### config.mk
export PLATFORM = sky130hd
export DESIGN_NAME = dv_mem_master
export DESIGN_NICKNAME = d
export VERILOG_FILES = /design/src/rtl/dv_mem_master.sv
export SDC_FILE = /design/constraint.sdc
export NUM_CORES = 1
export LEC_CHECK = 0
export BUFFER_PORTS_ARGS = -buffer_cell sky130_fd_sc_hd__clkbuf_2
export CAP_MARGIN = 10
export CELL_PAD_IN_SITES_DETAIL_PLACEMENT = 0
export CELL_PAD_IN_SITES_GLOBAL_PLACEMENT = 1
export CORE_AREA = 2 2 100 102
export DETAILED_ROUTE_END_ITERATION = 16
export DIE_AREA = 0 0 102 104
export GPL_TIMING_DRIVEN = 0
export HOLD_SLACK_MARGIN = 0.02
export MAX_ROUTING_LAYER = met4
export PLACE_DENSITY_LB_ADDON = 0.1
export SLEW_MARGIN = 30
export SYNTH_ARGS = -nofsm -noshare
export SYNTH_HDL_FRONTEND = slang
export SYNTH_SLANG_ARGS = --single-unit
export TNS_END_PERCENT = 5
### constraint.sdc
create_clock -name clk -period 5.48 [get_ports clk]
set_input_delay 1.096 -clock clk [delete_from_list [all_inputs] [get_ports clk]]
set_output_delay 1.096 -clock clk [all_outputs]
set_load 0.05 [all_outputs]
### src/rtl/dv_mem_master.sv
// Burst initiator for a single-port synchronous memory: turns write/read burst commands
// into per-word memory cycles, with a 2-entry buffer absorbing the 1-cycle read latency.
module dv_mem_master #(
  parameter int DW = 16,
  parameter int AW = 20,
  parameter int LW = 8
) (
  input  logic          clk,
  input  logic          rst_n,
  input  logic          cmd_valid,
  output logic          cmd_ready,
  input  logic          cmd_wr,
  input  logic [AW-1:0] cmd_addr,
  input  logic [LW-1:0] cmd_len,
  input  logic          wr_valid,
  output logic          wr_ready,
  input  logic [DW-1:0] wr_data,
  output logic          rd_valid,
  input  logic          rd_ready,
  output logic [DW-1:0] rd_data,
  output logic          busy,
  output logic          mem_we,
  output logic [AW-1:0] mem_addr,
  output logic [DW-1:0] mem_din,
  input  logic [DW-1:0] mem_dout
);

  // All handshakes: a beat transfers on a rising edge where valid && ready are both
  // high; a source holds valid and its payload stable until that edge.

  typedef enum logic [1:0] {IDLE, WRITE, READ, DRAIN} state_t;

  state_t        state;
  logic [AW-1:0] addr;
  logic [LW-1:0] cnt;
  logic          inflight;
  logic [1:0]    buf_cnt;
  logic [DW-1:0] buf0;
  logic [DW-1:0] buf1;

  logic pop;
  logic push;
  logic issue;

  assign pop  = rd_valid && rd_ready;
  assign push = inflight;

  // Issue only if the word can land without overflowing, counting this cycle's pop.
  assign issue = (state == READ) &&
                 (({1'b0, buf_cnt} + {2'b00, inflight}) < (3'd2 + {2'b00, pop}));

  assign cmd_ready = (state == IDLE);
  assign wr_ready  = (state == WRITE);
  assign busy      = (state != IDLE);
  assign mem_we    = (state == WRITE) && wr_valid;
  assign mem_addr  = addr;
  assign mem_din   = wr_data;
  assign rd_valid  = (buf_cnt != 2'd0);
  assign rd_data   = buf0;

  always_ff @(posedge clk or negedge rst_n) begin
    if (!rst_n) begin
      state    <= IDLE;
      addr     <= '0;
      cnt      <= '0;
      inflight <= 1'b0;
      buf_cnt  <= 2'd0;
      buf0     <= '0;
      buf1     <= '0;
    end else begin
      inflight <= issue;

      // buf0 is always the head; simultaneous push and pop keeps the count and order.
      unique case ({push, pop})
        2'b10: begin
          if (buf_cnt == 2'd0) buf0 <= mem_dout;
          else                 buf1 <= mem_dout;
          buf_cnt <= buf_cnt + 2'd1;
        end
        2'b01: begin
          buf0    <= buf1;
          buf_cnt <= buf_cnt - 2'd1;
        end
        2'b11: begin
          if (buf_cnt == 2'd1) begin
            buf0 <= mem_dout;
          end else begin
            buf0 <= buf1;
            buf1 <= mem_dout;
          end
        end
        default: ;
      endcase

      unique case (state)
        IDLE: begin
          if (cmd_valid) begin
            addr  <= cmd_addr;
            cnt   <= cmd_len;
            state <= cmd_wr ? WRITE : READ;
          end
        end
        WRITE: begin
          if (wr_valid) begin
            addr <= addr + AW'(1);
            cnt  <= cnt - LW'(1);
            if (cnt == '0) state <= IDLE;
          end
        end
        READ: begin
          if (issue) begin
            addr <= addr + AW'(1);
            cnt  <= cnt - LW'(1);
            if (cnt == '0) state <= DRAIN;
          end
        end
        DRAIN: begin
          if (!inflight && (buf_cnt == {1'b0, pop})) state <= IDLE;
        end
        default: state <= IDLE;
      endcase
    end
  end

  a_no_overflow: assert property (@(posedge clk) disable iff (!rst_n)
    !(push && !pop && (buf_cnt == 2'd2)));

endmodule

==> flow_summary.ini <==
[run_status]
status = completed

[hold_path]
hp-class = flop to flop
hold_depth = 2

[floorplanning]
io_pins = 123
die_h_um = 104
rows = 36
die_area_mm2 = 0.0106
die_w_um = 102
start_util_pct = 38.7
core-area_mm2 = 0.00955

[cts]
holdBufCountCts = 0
ctsResizeCount = 0
cts_buffers = 9
cts_setup_buffers = 0
path_clk_slew_ns = 0.07
clk_latency_ns = 0.34
htree_levels = 3
cts_tree = built
cts_buffer_depth = 2
cts_root_buf = clkbuf_8
cts_sinks = 65

[sta]
fin_skew_ns = 0.00942
drv_slew = 0
fin_tns_setup_ns = 0
layout_min_cycle_time_ns = 2.81
tightest_slew_ns = 0.689
fmax_mhz = 356
hold_violations = 0
finalCritPeriodShare_pct = 51.3
slew_headroom_pct = 54.0
setup_violations = 0
grt_setup_unrepaired = false

[critical_path]
crit_type = flop to flop
cp-start-kind = flop
r2r_start = buf_cnt[0]
r2r_slack_ns = 2.67
endpoint = buf1[8]
crit_arrival_ns = 3.03
r2r-end = buf1[8]
reg2reg_depth = 10
critical_path_peak_fanout = 10
crit_path_start = buf_cnt[0]
endpoint_kind = flop
crit_required_ns = 5.70

[detailed_routing]
via_per_inst = 5.09
drc = 0
ant_nets = 0
wl_um = 9760
firstDrtPassIters = 4
vias = 3224
wl_per_cell_um = 15.4
drt_iter0_drc = 147

[yosys]
ys_ff_latch = 65
ys.flop_type = dfrtp_1
synth_area_leaders = dfrtp_1 (44%), o21ai_0 (5.4%), mux2_2 (4.9%), ha_1 (4.7%), nand2_1 (3.8%)
syn_nets = 458
netlist_area_mm2 = 0.00370
yosysUniqueCellTypes = 53
syn_area_per_cell_um2 = 9.78
ys.warnings.count = 0
ys_async_sr_fraction_pct = 100
synth_top_area_cell = dfrtp_1
synthCells = 378
ys_seq_area_share_pct = 44.0
synth_top_area_share_pct = 44.0
synth-edff-count = 0

[finish]
design_area_mm2 = 0.00460
final_common_cell = clkbuf_2
drive_above_1_share_pct = 36.3
final_nets = 576
syn_to_final_growth_pct = 24.4
insertedDiodeCount = 0
layout_common_cells = clkbuf_2 (105), dfrtp_1 (65), o21ai_0 (40)

[grt]
grt_pass1_wl_um = 16000
grt_use_total_pct = 19.7
grt_pass1_vias = 3207
antenna_found_initial = 0
grt_max_degree = 39
grt_remaining_overflow = 0

[placed_design]
placed_cell_area_mm2 = 0.00442
port_buffers = 106
gp_congestion = 0.822
post-dp-hpwl_um = 7340

[flow_run]
drv_cap = 0
final cells by class:
class                           instances  area, um2
Inverter                               15       56.3
Clock inverter                          5       30.0
Tap cell                              133        166
Clock buffer                           11        151
Buffer                                 36        220
Fill cell                             968       4950
Timing Repair Buffer                  107        553
Sequential cell                        65       1630
Multi-Input combinational cell        262       1790
synth_stat cells, types with 6 or more instances:
cell type / instances
dfrtp_1: 65
o21ai_0: 40
nand2_1: 37
a21oi_1: 21
a22oi_1: 18
buf_4: 17
mux2_2: 16
ha_1: 14
inv_1: 13
nand3_1: 13
nor2_1: 12
clkbuf_1: 11
o22ai_1: 9
mux2i_1: 8
nand4_1: 8
nor3_1: 6
worst max-delay path, cell delays in order, from the launching register on:
cell and delay [ns]:
dfrtp_1 0.43, inv_1 0.09, ha_1 0.28, inv_1 0.09, nand2_1 0.10, inv_2 0.10
ha_1 0.22, o21ai_0 0.10, a21oi_1 0.55, buf_2 0.36, mux2_2 0.36
per-stage QoR:
stage	std cells	setup WS [ns]	hold slack, ns	utilization [%]
after floorplan	378	2.72	0.482	-
after global placement	617	2.34	0.462	46.0
after detailed placement	618	2.32	0.471	46.3
after CTS	634	2.60	0.488	48.2
after global routing	634	2.42	0.509	48.2
final	634	2.67	0.477	48.2
routing by layer:
metal / global-route usage [%] / part of all wire [%] / up-vias
li1: - / - / 1603
met1: 24.8 / 45 / 1529
met2: 32.3 / 49 / 86
met3: 3.63 / 4.9 / 6
met4: 5.33 / 0.90 / 0
met5: - / 0 / -
logic make-up after synthesis:
family / synth area share (%)
mux: 7.04
compound gates: 21.1
buf+inv: 7.48
xor+xnor: 0.711
simple gates: 15.0
flops: 44.0
fa+ha+maj: 4.74
how the worst min path moves through the flow:
stage / start / endpoint
floorplan: buf1[0] / buf1[0]
global route: rd_data[7] / rd_data[7]
detailed placement: rd_data[11] / rd_data[11]
global placement: rd_data[2] / rd_data[2]
finish: rd_data[11] / rd_data[11]
CTS: rd_data[12] / rd_data[12]
registers in the layout, indices dropped and copies added (netlist names):
name	count
cnt	8
rd_data	16
buf1	16
mem_addr	20
state	2
buf_cnt	2
inflight	1
Power is not shown: default switching activity piles up to over one toggle a cycle in this logic, so the estimate is an artifact.
